===== config.mk =====
export PLATFORM = sky130hd
export DESIGN_NAME = conv_job_sequencer
export DESIGN_NICKNAME = d
export VERILOG_FILES = /design/src/rtl/conv_job_sequencer.sv
export SDC_FILE = /design/constraint.sdc
export NUM_CORES = 1
export LEC_CHECK = 0
export ABC_AREA = 0
export BUFFER_PORTS_ARGS = -buffer_cell sky130_fd_sc_hd__buf_2
export CAP_MARGIN = 0
export CORE_MARGIN = 10
export CORE_UTILIZATION = 61
export CTS_CLUSTER_SIZE = 14
export DETAILED_ROUTE_END_ITERATION = 10
export PLACE_DENSITY_LB_ADDON = 0.2
export SKIP_CTS_REPAIR_TIMING = 1
export SYNTH_ARGS = -nofsm -noshare
export SYNTH_HDL_FRONTEND = slang
export SYNTH_SLANG_ARGS = --single-unit

===== constraint.sdc =====
create_clock -name clk -period 4.5 [get_ports clk]
set_clock_uncertainty 0.15 [all_clocks]
set_input_delay 0.9 -clock clk [delete_from_list [all_inputs] [get_ports clk]]
set_output_delay 0.9 -clock clk [all_outputs]
set_load 0.05 [all_outputs]

===== src/rtl/conv_job_sequencer.sv =====
// conv_job_sequencer: queues host conv jobs and runs them one at a time on the XNOR-conv
// engine over its run/busy handshake. Define CONV_SEQ_TIMEOUT_EN to add the watchdog abort.
module conv_job_sequencer #(
  parameter int unsigned DEPTH   = 4,
  parameter int unsigned WSEL_W  = 4,
  parameter int unsigned TAG_W   = 4,
  parameter int unsigned TMO_CYC = 4096
) (
  input  logic              clk,
  input  logic              reset_b,
  input  logic              job_valid,
  output logic              job_ready,
  input  logic [WSEL_W-1:0] job_wsel,
  input  logic [TAG_W-1:0]  job_tag,
  output logic              eng_run,
  output logic [WSEL_W-1:0] eng_wsel,
  input  logic              eng_busy,
  output logic              done_valid,
  output logic [TAG_W-1:0]  done_tag,
  output logic              done_err,
  output logic              seq_busy,
  output logic [15:0]       jobs_done
);
  localparam int unsigned AW = $clog2(DEPTH);
  localparam int unsigned EW = WSEL_W + TAG_W;

  typedef enum logic [4:0] {
    S_IDLE   = 5'b00001,
    S_LAUNCH = 5'b00010,
    S_ACK    = 5'b00100,
    S_DONE   = 5'b01000,
    S_REPORT = 5'b10000
  } state_t;

  state_t            state_q, state_d;
  logic [EW-1:0]     mem_q [DEPTH];
  logic [AW:0]       wr_ptr_q, wr_ptr_d, rd_ptr_q, rd_ptr_d;
  logic              full, empty, push, pop, timeout;
  logic              nonempty_q, busy_s1_q, busy_s2_q, seq_busy_q;
  logic              eng_run_q, done_valid_q, done_err_q;
  logic [WSEL_W-1:0] eng_wsel_q;
  logic [TAG_W-1:0]  tag_q;
  logic [15:0]       jobs_done_q;

  assign empty    = (wr_ptr_q == rd_ptr_q);
  assign full     = (wr_ptr_q[AW] != rd_ptr_q[AW]) && (wr_ptr_q[AW-1:0] == rd_ptr_q[AW-1:0]);
  assign push     = job_valid && !full;
  assign wr_ptr_d = wr_ptr_q + {{AW{1'b0}}, push};
  assign rd_ptr_d = rd_ptr_q + {{AW{1'b0}}, pop};

`ifdef CONV_SEQ_TIMEOUT_EN
  logic [15:0] wd_q, wd_d;

  always_comb begin
    wd_d    = wd_q;
    timeout = 1'b0;
    if (state_q == S_LAUNCH) begin
      wd_d = '0;
    end else if (state_q == S_ACK || state_q == S_DONE) begin
      if (wd_q == 16'(TMO_CYC - 1)) timeout = 1'b1;
      else                          wd_d    = wd_q + 16'd1;
    end
  end

  always_ff @(posedge clk or negedge reset_b) begin
    if (!reset_b) wd_q <= '0;
    else          wd_q <= wd_d;
  end
`else
  logic unused_tmo;
  assign unused_tmo = ^TMO_CYC;
  assign timeout    = 1'b0;
`endif

  // Launch decisions use the registered non-empty flag and a two-stage busy sample,
  // which sets the accept-to-run and busy-low-to-done latencies.
  always_comb begin
    state_d = state_q;
    pop     = 1'b0;
    case (state_q)
      S_IDLE: begin
        if (nonempty_q && !empty && !busy_s2_q) begin
          state_d = S_LAUNCH;
          pop     = 1'b1;
        end
      end
      S_LAUNCH: state_d = S_ACK;
      S_ACK:    if (busy_s2_q)  state_d = S_DONE;
      S_DONE:   if (!busy_s2_q) state_d = S_REPORT;
      S_REPORT: state_d = S_IDLE;
      default:  state_d = S_IDLE;
    endcase
    if (timeout) state_d = S_REPORT;
  end

  always_ff @(posedge clk) begin
    if (push) mem_q[wr_ptr_q[AW-1:0]] <= {job_wsel, job_tag};
  end

  always_ff @(posedge clk or negedge reset_b) begin
    if (!reset_b) begin
      state_q      <= S_IDLE;
      wr_ptr_q     <= '0;
      rd_ptr_q     <= '0;
      nonempty_q   <= 1'b0;
      busy_s1_q    <= 1'b0;
      busy_s2_q    <= 1'b0;
      seq_busy_q   <= 1'b0;
      eng_run_q    <= 1'b0;
      done_valid_q <= 1'b0;
      done_err_q   <= 1'b0;
      eng_wsel_q   <= '0;
      tag_q        <= '0;
      jobs_done_q  <= '0;
    end else begin
      state_q      <= state_d;
      wr_ptr_q     <= wr_ptr_d;
      rd_ptr_q     <= rd_ptr_d;
      nonempty_q   <= !empty;
      busy_s1_q    <= eng_busy;
      busy_s2_q    <= busy_s1_q;
      seq_busy_q   <= (wr_ptr_d != rd_ptr_d) || (state_d != S_IDLE);
      eng_run_q    <= (state_d == S_LAUNCH);
      done_valid_q <= (state_d == S_REPORT);
      done_err_q   <= timeout;
      if (pop) {eng_wsel_q, tag_q} <= mem_q[rd_ptr_q[AW-1:0]];
      if (state_d == S_REPORT && jobs_done_q != '1) jobs_done_q <= jobs_done_q + 16'd1;
    end
  end

  assign job_ready  = !full;
  assign eng_run    = eng_run_q;
  assign eng_wsel   = eng_wsel_q;
  assign done_valid = done_valid_q;
  assign done_tag   = tag_q;
  assign done_err   = done_err_q;
  assign seq_busy   = seq_busy_q;
  assign jobs_done  = jobs_done_q;
endmodule


==> results.yml, run 1 <==
power_and_ir_drop:
  vdd.ir_drop.worst_uv: 512
  switching_power_mw: 0.819
  p_comb_share_pct: 32.8
  p_per_area_nw_per_um2: 638
  power_frac_clock_pct: 23.1
  p_leak_nw: 1.48
  power.internal_mw: 1.42
  p_total_mw: 2.24
  swShare_pct: 36.5
  power_frac_seq_pct: 44.1
worst_setup_path:
  slowest_delay_ps: 730
  worst_setup_path_end_kind: "primary output"
  critPathLaunchType: "flop"
  crit_chain: "xnor2_1 > nand3b_1 > buf_2"
  critPathKind: "flop to primary output"
  cp.arrival_ps: 1730
  worstPathRequired_ps: 3450
  cp.depth: 3
  path_max_fanout: 10
  timing.critical_path.buf_inv: 1
  crit_family: "flip-flops"
  r2r_cells: 4
  cp_slowest_cell: "dfrtp_1"
place:
  hpwlAfterDp_um: 4090
  routabilityCongestion: 0.820
  place_inst: 297
  numPortBuffers: 39
detailed_routing:
  drc: 0
  vias: 1779
  drtPass1Iterations: 4
  postRouteAntennaNets: 0
  drt-initial-drc-count: 56
  wl_per_cell_um: 18.3
  drt-total-wl_um: 5720
  vias_per_cell: 5.68
synth:
  synthArstFlopShare_pct: 56.2
  synthFlopType: "dfrtp_1"
  yosysSeqAreaShare_pct: 64.9
  yosysTopAreaCellShare_pct: 32.7
  syn_area_sq_um: 3070
  ys_types: 39
  synthesis.area_per_instance_sq_um: 15.7
  ys.warnings.count: 0
  synthTopCellsByCount: "dfrtp_1, edfxtp_1, xnor2_1"
  synth_top_area_cell: "dfrtp_1"
  synthMostInstantiatedCell: "dfrtp_1"
  synth_area_leaders: "dfrtp_1, edfxtp_1, mux4_2"
  syn_nets: 212
  ys_ff_latch: 73
  synth_edf_count: 32
  syn_inst: 195
clock_tree:
  clockRootBuffer: "clkbuf_8"
  cts_tree: "built"
  clock_path_buffers: 2
  numCtsBuffers: 9
  htreeDepth: 3
  clkTransAtPathRegs_ps: 80
  clk_latency_ps: 340
  clock-sinks: 73
timing:
  fmax_ghz: 0.360
  worstMarginPinSlew_ps: 1250
  slew_viol_final: 0
  finalCriticalPeriod_ps: 2780
  setup_tns_ps: 0
  maxSlewHeadroom_pct: 16.4
  hold_viol: 0
  timing.final.crit_share_pct: 61.8
  setup_violations: 0
  rsz0062_at_grt: "no"
run_status:
  status: "completed"
layout:
  seq_area_sq_um: 1990
  final_nets: 258
  area.growth.synth_to_final_pct: 14.7
  multi_input_area_sq_um: 1020
  num_antenna_cells: 0
  instances_no_fill: 313
  drive_gt1_share_pct: 33.3
  fillers: 314
floorplanning:
  core_sq_um: 4790
  die_h_um: 90.9
  io_pins: 41
  rows: 25
  dieWidth_um: 90.9
  die_area_sq_um: 8260
  initial_core_util_pct: 64.1
grt:
  grtUsageTotal_pct: 15.0
  grt_pass1_wl_um: 9760
  grt_max_degree: 42
  antenna_found_initial: 0
  grt_pass1_vias: 1931
  grt_overflow: 0
hold_path:
  hold_path.class: "flop to flop"
  whs_path_depth: 0
flow_run:
  drv_cap: 0
-- power by group through the flow --
stage	logic, mW	clock network (mW)	registers [mW]
finish	0.736	0.517	0.988
global route	0.794	0.562	1.01
CTS	0.745	0.525	0.990
detailed placement	0.743	0	1.00
global placement	0.709	0	0.989
floorplan	0.464	0	1.09
-- layer usage --
metal	vias to the layer above	global-route usage, %	routed length (um)
li1	821	-	-
met1	908	17.8	2300
met2	45	24.0	3010
met3	5	4.74	336
met4	0	7.57	73
met5	-	0	0
-- per-stage QoR --
| step | hold slack, ps | setup WS (ps) | cell area (sq um) | util, % |
|---|---|---|---|---|
| 3_3_place_gp | 183 | 1860 | 3310 | 69.2 |
| 4_1_cts | 237 | 1650 | 3510 | 73.4 |
| 5_1_grt | 242 | 1430 | 3510 | 73.4 |
| 3_5_place_dp | 211 | 1680 | 3310 | 69.2 |
| 2_1_floorplan | 181 | 1810 | 3070 | - |
| 6_report | 225 | 1720 | 3510 | 73.4 |
-- cell type report --
class,instances,share of cell area [%]
Sequential cell,73,56.6
Multi-Input combinational cell,112,28.9
Timing Repair Buffer,41,5.98
Clock buffer,9,3.52
Tap cell,67,2.39
Clock inverter,7,2.21
Inverter,4,0.427
-- kinds of logic (layout without fill, tap and decap cells) --
group / after synthesis / count (layout) / synth area share (%)
AND/OR/NAND/NOR: 52 / 52 / 11.6
XOR/XNOR: 26 / 26 / 7.43
multiplexers: 18 / 18 / 9.51
adder cells (fa/ha/maj): 5 / 5 / 2.04
buffers and inverters: 10 / 61 / 2.00
other: 1 / 1 / 0.122
AO/OA/AOI/OAI: 10 / 10 / 2.49
flip-flops: 73 / 73 / 64.9
-- worst reg2reg max path, delay by kind of cell (launching register included) --
kind | cells | cell delay [ps]
AND/OR/NAND/NOR | 3 | 1290
flip-flops | 1 | 730
XOR/XNOR | 1 | 220
-- cells in the final DEF, fill, tap and decap left out, types with 2 or more instances in the layout --
| cell type | netlist | layout |
|---|---|---|
| dfrtp_1 | 40 | 40 |
| buf_2 | 1 | 39 |
| edfxtp_1 | 32 | 32 |
| xnor2_1 | 14 | 14 |
| xor2_1 | 12 | 12 |
| mux2_2 | 9 | 9 |
| clkbuf_8 | 0 | 9 |
| nor2_1 | 8 | 8 |
| mux4_2 | 8 | 8 |
| nand2_1 | 7 | 7 |
| o211ai_1 | 5 | 5 |
| ha_1 | 5 | 5 |
| nand3_1 | 4 | 4 |
| inv_1 | 4 | 4 |
| and3_1 | 4 | 4 |
| nand4_1 | 4 | 4 |
| nor2b_1 | 3 | 3 |
| and4_1 | 3 | 3 |
| nor3_2 | 3 | 3 |
| inv_6 | 0 | 3 |
| or3_1 | 2 | 2 |
| nor4b_1 | 2 | 2 |
| nor3_1 | 2 | 2 |
| nor3b_1 | 2 | 2 |
| nor4_4 | 2 | 2 |
| buf_4 | 4 | 2 |
-- final timing paths --
kind	start	endpoint	slack [ps]
max in group asynchronous	reset_b	nonempty_q	3090
hold / removal	busy_s1_q	busy_s2_q	230
min in group asynchronous	reset_b	state_q[2]	540
setup / recovery	rd_ptr_q[0]	job_ready	1720
hold reg to reg	busy_s1_q	busy_s2_q	230
setup reg to reg	rd_ptr_q[0]	mem_q[1][3]	1720
-- registers in the layout (all words and copies together) (netlist names), 3 cells and up --
register   cells
mem_q         32
jobs_done     16
state_q        5
done_tag       4
eng_wsel       4
rd_ptr_q       3
wr_ptr_q       3
Note: power is estimated with default switching activity, not from simulation.
==> run 2, diff against run 1 <==
--- a/config.mk
+++ b/config.mk
@@ -5,11 +5,11 @@
 export SDC_FILE = /design/constraint.sdc
 export NUM_CORES = 1
 export LEC_CHECK = 0
-export ABC_AREA = 0
+export ABC_AREA = 1
 export BUFFER_PORTS_ARGS = -buffer_cell sky130_fd_sc_hd__buf_2
 export CAP_MARGIN = 0
 export CORE_MARGIN = 10
-export CORE_UTILIZATION = 61
+export CORE_UTILIZATION = 52
 export CTS_CLUSTER_SIZE = 14
 export DETAILED_ROUTE_END_ITERATION = 10
 export PLACE_DENSITY_LB_ADDON = 0.2
==> constraint.sdc (replaced) <==
create_clock -name clk -period 2.4 [get_ports clk]
set_clock_uncertainty 0.15 [all_clocks]
set_input_delay 0.48 -clock clk [delete_from_list [all_inputs] [get_ports clk]]
set_output_delay 0.48 -clock clk [all_outputs]
set_load 0.05 [all_outputs]
==> results.yml, run 2 <==
run_status:
  status: "completed"
power_and_ir_drop:
  p_comb_share_pct: 39.0
  power_frac_clock_pct: 20.7
  power.internal_mw: 2.67
  swShare_pct: 39.4
  vdd.ir_drop.worst_uv: 672
  power_frac_seq_pct: 40.2
  switching_power_mw: 1.73
  p_leak_nw: 1.77
  p_per_area_nw_per_um2: 1130
detailed_routing:
  vias: 2505
  wl_per_cell_um: 13.8
  drt-initial-drc-count: 128
  drc: 0
  vias_per_cell: 5.13
  postRouteAntennaNets: 0
  drtPass1Iterations: 5
  drt-total-wl_um: 6740
synth:
  synth_top_area_cell: "dfrtp_1"
  yosysTopAreaCellShare_pct: 30.0
  syn_inst: 353
  ys.warnings.count: 0
  synth_area_leaders: "dfrtp_1, edfxtp_1, nand2_1"
  yosysSeqAreaShare_pct: 59.5
  syn_area_sq_um: 3340
  ys_ff_latch: 73
  synthTopCellsByCount: "nand2_1, nor2_1, dfrtp_1"
  syn_nets: 370
  synthArstFlopShare_pct: 56.2
  synthMostInstantiatedCell: "nand2_1"
  synthFlopType: "dfrtp_1"
  ys_types: 27
  synthesis.area_per_instance_sq_um: 9.47
  synth_edf_count: 32
clock_tree:
  cts_tree: "built"
  numCtsBuffers: 9
  clock-sinks: 73
  htreeDepth: 3
  clk_latency_ps: 340
  clockRootBuffer: "clkbuf_8"
  clock_path_buffers: 2
  clkTransAtPathRegs_ps: 80
layout:
  num_antenna_cells: 0
  area.growth.synth_to_final_pct: 16.6
  layout_common_cells: "nand2_1, nor2_1, dfrtp_1"
  largest_reg_flops: 32
  final_common_cell: "nand2_1"
  drive_gt1_share_pct: 22.4
  final_nets: 423
timing:
  setup_tns_ps: 0
  fmax_ghz: 0.451
  maxSlewHeadroom_pct: 34.1
  worstMarginPinSlew_ps: 988
  slew_viol_final: 0
  finalCriticalPeriod_ps: 2220
  layout_setup_ws_ps: 185
  hold_viol: 0
  rsz0062_at_grt: "no"
  setup_violations: 0
  timing.final.crit_share_pct: 92.3
worst_setup_path:
  cp_slowest_cell: "dfrtp_1"
  cp.arrival_ps: 2290
  critPathKind: "flop to flop"
  crit_chain: "xnor2_2 > nand3_1 > nand3_1 > inv_2 > ha_1 > ha_1 > xnor2_1 > nand2_1 > nor2_1 > nand2_1"
  worstPathRequired_ps: 2480
  crit_family: "simple AND/OR/NAND/NOR gates"
  timing.critical_path.buf_inv: 1
  worst_setup_path_end_kind: "flop"
  critPathLaunchType: "flop"
  slowest_delay_ps: 480
  path_max_fanout: 5
grt:
  grt_pass1_vias: 2478
  antenna_found_initial: 0
  grt_max_degree: 24
  grtUsageTotal_pct: 14.2
  grt_overflow: 0
  grt_pass1_wl_um: 11500
floorplanning:
  die_h_um: 100
  die_area_sq_um: 10000
  io_pins: 41
  initial_core_util_pct: 52.9
  dieWidth_um: 100
  core_sq_um: 6310
  rows: 29
place:
  pre_cts_ws_ps: 195
  routabilityCongestion: 0.897
  numPortBuffers: 39
  hpwlAfterDp_um: 4820
flow_run:
  drv_cap: 0
hold_path:
  hold_path.class: "input port to flop"
-- run 2: logic make-up after synthesis --
family	Yosys count	synth area share, %
buffers and inverters	37	4.90
other	1	0.112
AND/OR/NAND/NOR	193	24.4
AO/OA/AOI/OAI	31	5.77
adder cells (fa/ha/maj)	5	1.87
flip-flops	73	59.5
XOR/XNOR	13	3.41
-- run 2: cell type report --
| cell class | count | area [sq um] |
|---|---|---|
| inverter | 28 | 105 |
| sequential | 73 | 1990 |
| clock inverter | 6 | 58.8 |
| fill | 532 | 2420 |
| timing repair buffer | 51 | 288 |
| multi-input combinational | 243 | 1230 |
| clock buffer | 10 | 128 |
| tap | 77 | 96.3 |
-- run 2: layer usage --
layer / track usage, % / share of wire, % / up-vias / wire [um]
met3: 5.01 / 7.3 / 9 / 493
li1: - / - / 1256 / -
met1: 16.9 / 42 / 1162 / 2820
met5: 0 / 0 / - / 0
met2: 23.2 / 50 / 78 / 3360
met4: 4.89 / 0.94 / 0 / 63
-- run 2: power by group through the flow --
stage	Sequential, mW	Clock, mW	Combinational (mW)
2_1_floorplan	2.02	0	1.06
3_3_place_gp	1.79	0	1.71
3_5_place_dp	1.80	0	1.74
4_1_cts	1.77	0.939	1.75
5_1_grt	1.80	0.998	1.92
6_report	1.77	0.912	1.72
-- run 2: worst register-to-register path: cells and delay by family (launching register included) --
kind / cells / cell delay, ps
xor+xnor: 2 / 370
fa+ha+maj: 2 / 460
buf+inv: 1 / 40
flops: 1 / 480
simple gates: 5 / 600
-- run 2: worst paths after layout --
check	from	end	slack, ps	cells after the start
setup reg to reg	wr_ptr_q[1]	seq_busy	180	10
max in group asynchronous	reset_b	jobs_done[2]	960	3
setup / recovery	wr_ptr_q[1]	seq_busy	180	10
hold / removal	eng_busy	busy_s1_q	100	1
min in group asynchronous	reset_b	state_q[2]	490	2
hold reg to reg	busy_s1_q	busy_s2_q	200	0
-- run 2: per-stage QoR --
step | power [mW] | area [sq um] | cells | util [%] | hold slack (ps)
6_report | 4.40 | 3900 | 488 | 61.7 | 97.4
5_1_grt | 4.71 | 3900 | 488 | 61.7 | 73.5
4_1_cts | 4.46 | 3890 | 487 | 61.6 | -48.9
3_5_place_dp | 3.53 | 3700 | 471 | 58.6 | 186
3_3_place_gp | 3.50 | 3700 | 471 | 58.6 | 185
2_1_floorplan | 3.08 | 3400 | 353 | - | 34.4
==> run 3, diff against run 2 <==
--- a/config.mk
+++ b/config.mk
@@ -6,12 +6,12 @@
 export NUM_CORES = 1
 export LEC_CHECK = 0
 export ABC_AREA = 1
-export BUFFER_PORTS_ARGS = -buffer_cell sky130_fd_sc_hd__buf_2
 export CAP_MARGIN = 0
 export CORE_MARGIN = 10
-export CORE_UTILIZATION = 52
+export CORE_UTILIZATION = 57
 export CTS_CLUSTER_SIZE = 14
 export DETAILED_ROUTE_END_ITERATION = 10
+export DONT_BUFFER_PORTS = 1
 export PLACE_DENSITY_LB_ADDON = 0.2
 export SKIP_CTS_REPAIR_TIMING = 1
 export SYNTH_ARGS = -nofsm -noshare
==> results.yml, run 3 (synthesis results as in run 2) <==
floorplanning:
  rows: 27
  io_pins: 41
  die_area_sq_um: 9330
  initial_core_util_pct: 59.6
  dieWidth_um: 96.6
  die_h_um: 96.6
  core_sq_um: 5610
timing:
  hold_ws_ps: 71.7
  worstMarginPinSlew_ps: 1010
  timing.final.crit_share_pct: 93.5
  maxSlewHeadroom_pct: 32.9
  slew_viol_final: 0
  finalCriticalPeriod_ps: 2240
  rsz0062_at_grt: "no"
  fmax_ghz: 0.445
  hold_viol: 0
  setup_tns_ps: 0
  setup_violations: 0
worst_setup_path:
  worst_setup_path_end_kind: "flop"
  critPathKind: "flop to flop"
  path_max_fanout: 5
  critPathLaunchType: "flop"
  worstPathRequired_ps: 2480
  cp.arrival_ps: 2330
grt:
  grt_pass1_wl_um: 11500
  grt_overflow: 0
  grt_pass1_vias: 2270
  grtUsageTotal_pct: 16.2
  grt_max_degree: 42
  antenna_found_initial: 0
clock_tree:
  numCtsBuffers: 9
  clock_path_buffers: 2
  cts_tree: "built"
  clk_latency_ps: 350
  clkTransAtPathRegs_ps: 90
  clockRootBuffer: "clkbuf_8"
  htreeDepth: 3
  clock-sinks: 73
layout:
  final_common_cell: "nand2_1"
  layout_common_cells: "nand2_1, nor2_1, dfrtp_1"
  drive_gt1_share_pct: 18.2
  fillers: 440
  largest_reg_flops: 32
  final_nets: 402
  area.growth.synth_to_final_pct: 15.5
  num_antenna_cells: 0
detailed_routing:
  postRouteAntennaNets: 0
  vias_per_cell: 5.23
  drt-total-wl_um: 7110
  drc: 0
  vias: 2416
  wl_per_cell_um: 15.4
  drtPass1Iterations: 4
  drt-initial-drc-count: 144
power_and_ir_drop:
  p_per_area_nw_per_um2: 1140
  p_total_mw: 4.39
  vdd.ir_drop.worst_uv: 682
  p_leak_nw: 1.69
flow_run:
  drv_cap: 0
run_status:
  status: "completed"
place:
  hpwlAfterDp_um: 5110
  routabilityCongestion: 0.844
  numPortBuffers: 0
hold_path:
  hold_path.class: "input port to flop"
[run 3: cell types whose count changed in the layout (fill, tap and decap cells not counted), sizes merged]
| cell | previous run | this run |
|---|---|---|
| buf | 50 | 28 |
| clkinv | 4 | 2 |
| clkinvlp | 1 | 2 |
| dlygate4sd3 | 1 | 2 |
| inv | 28 | 29 |
[run 3: metal layers]
| metal | share of wire [%] | up-vias | track usage [%] | wire (um) |
|---|---|---|---|---|
| li1 | - | 1215 | - | - |
| met1 | 44 | 1117 | 21.9 | 3090 |
| met2 | 45 | 76 | 23.6 | 3200 |
| met3 | 10 | 8 | 4.78 | 713 |
| met4 | 1.4 | 0 | 6.90 | 98 |
| met5 | 0 | - | 0 | 0 |
[run 3: per-stage QoR]
stage / setup slack (ps) / util, % / cells / cell area [sq um]
global placement: 265 / 64.5 / 443 / 3620
finish: 155 / 68.8 / 462 / 3860
global route: 21.5 / 68.8 / 462 / 3860
floorplan: 0.441 / - / 353 / 3400
CTS: 149 / 68.0 / 459 / 3810
detailed placement: 217 / 64.5 / 443 / 3620
[run 3: where the power goes]
group          switching (mW)  total [mW]  internal (mW)
combinational           0.882        1.42          0.540
sequential              0.421        2.03           1.61
clock                   0.463       0.946          0.482
[run 3: worst paths after layout]
| check | slack (ps) | startpoint | end | cells past startpoint |
|---|---|---|---|---|
| worst max-delay path | 160 | wr_ptr_q[0] | seq_busy | 10 |
| worst min-delay path | 70 | job_wsel[3] | mem_q[0][7] | 0 |
| worst max register to register | 160 | wr_ptr_q[0] | seq_busy | 10 |
| worst min register to register | 210 | busy_s1_q | busy_s2_q | 0 |
| max in group asynchronous | 1350 | reset_b | state_q[0] | 2 |
| min in group asynchronous | 470 | reset_b | eng_wsel[3] | 2 |
[run 3: layout make-up]
class,count,area (sq um),area share [%]
Clock buffer,10,128,3.31
Clock inverter,6,66.3,1.72
Multi-Input combinational cell,243,1230,31.9
Timing Repair Buffer,30,250,6.48
Sequential cell,73,1990,51.5
Tap cell,72,90.1,2.33
Inverter,28,105,2.72
[run 3: worst max-delay path, stage by stage (launching register included)]
cell	delay [ps]
dfrtp_1	470
xnor2_2	220
nand3b_1	210
nand2_2	190
inv_2	60
ha_4	160
ha_4	150
xor2_1	240
xnor2_1	100
nor2_1	130
nand2_1	60
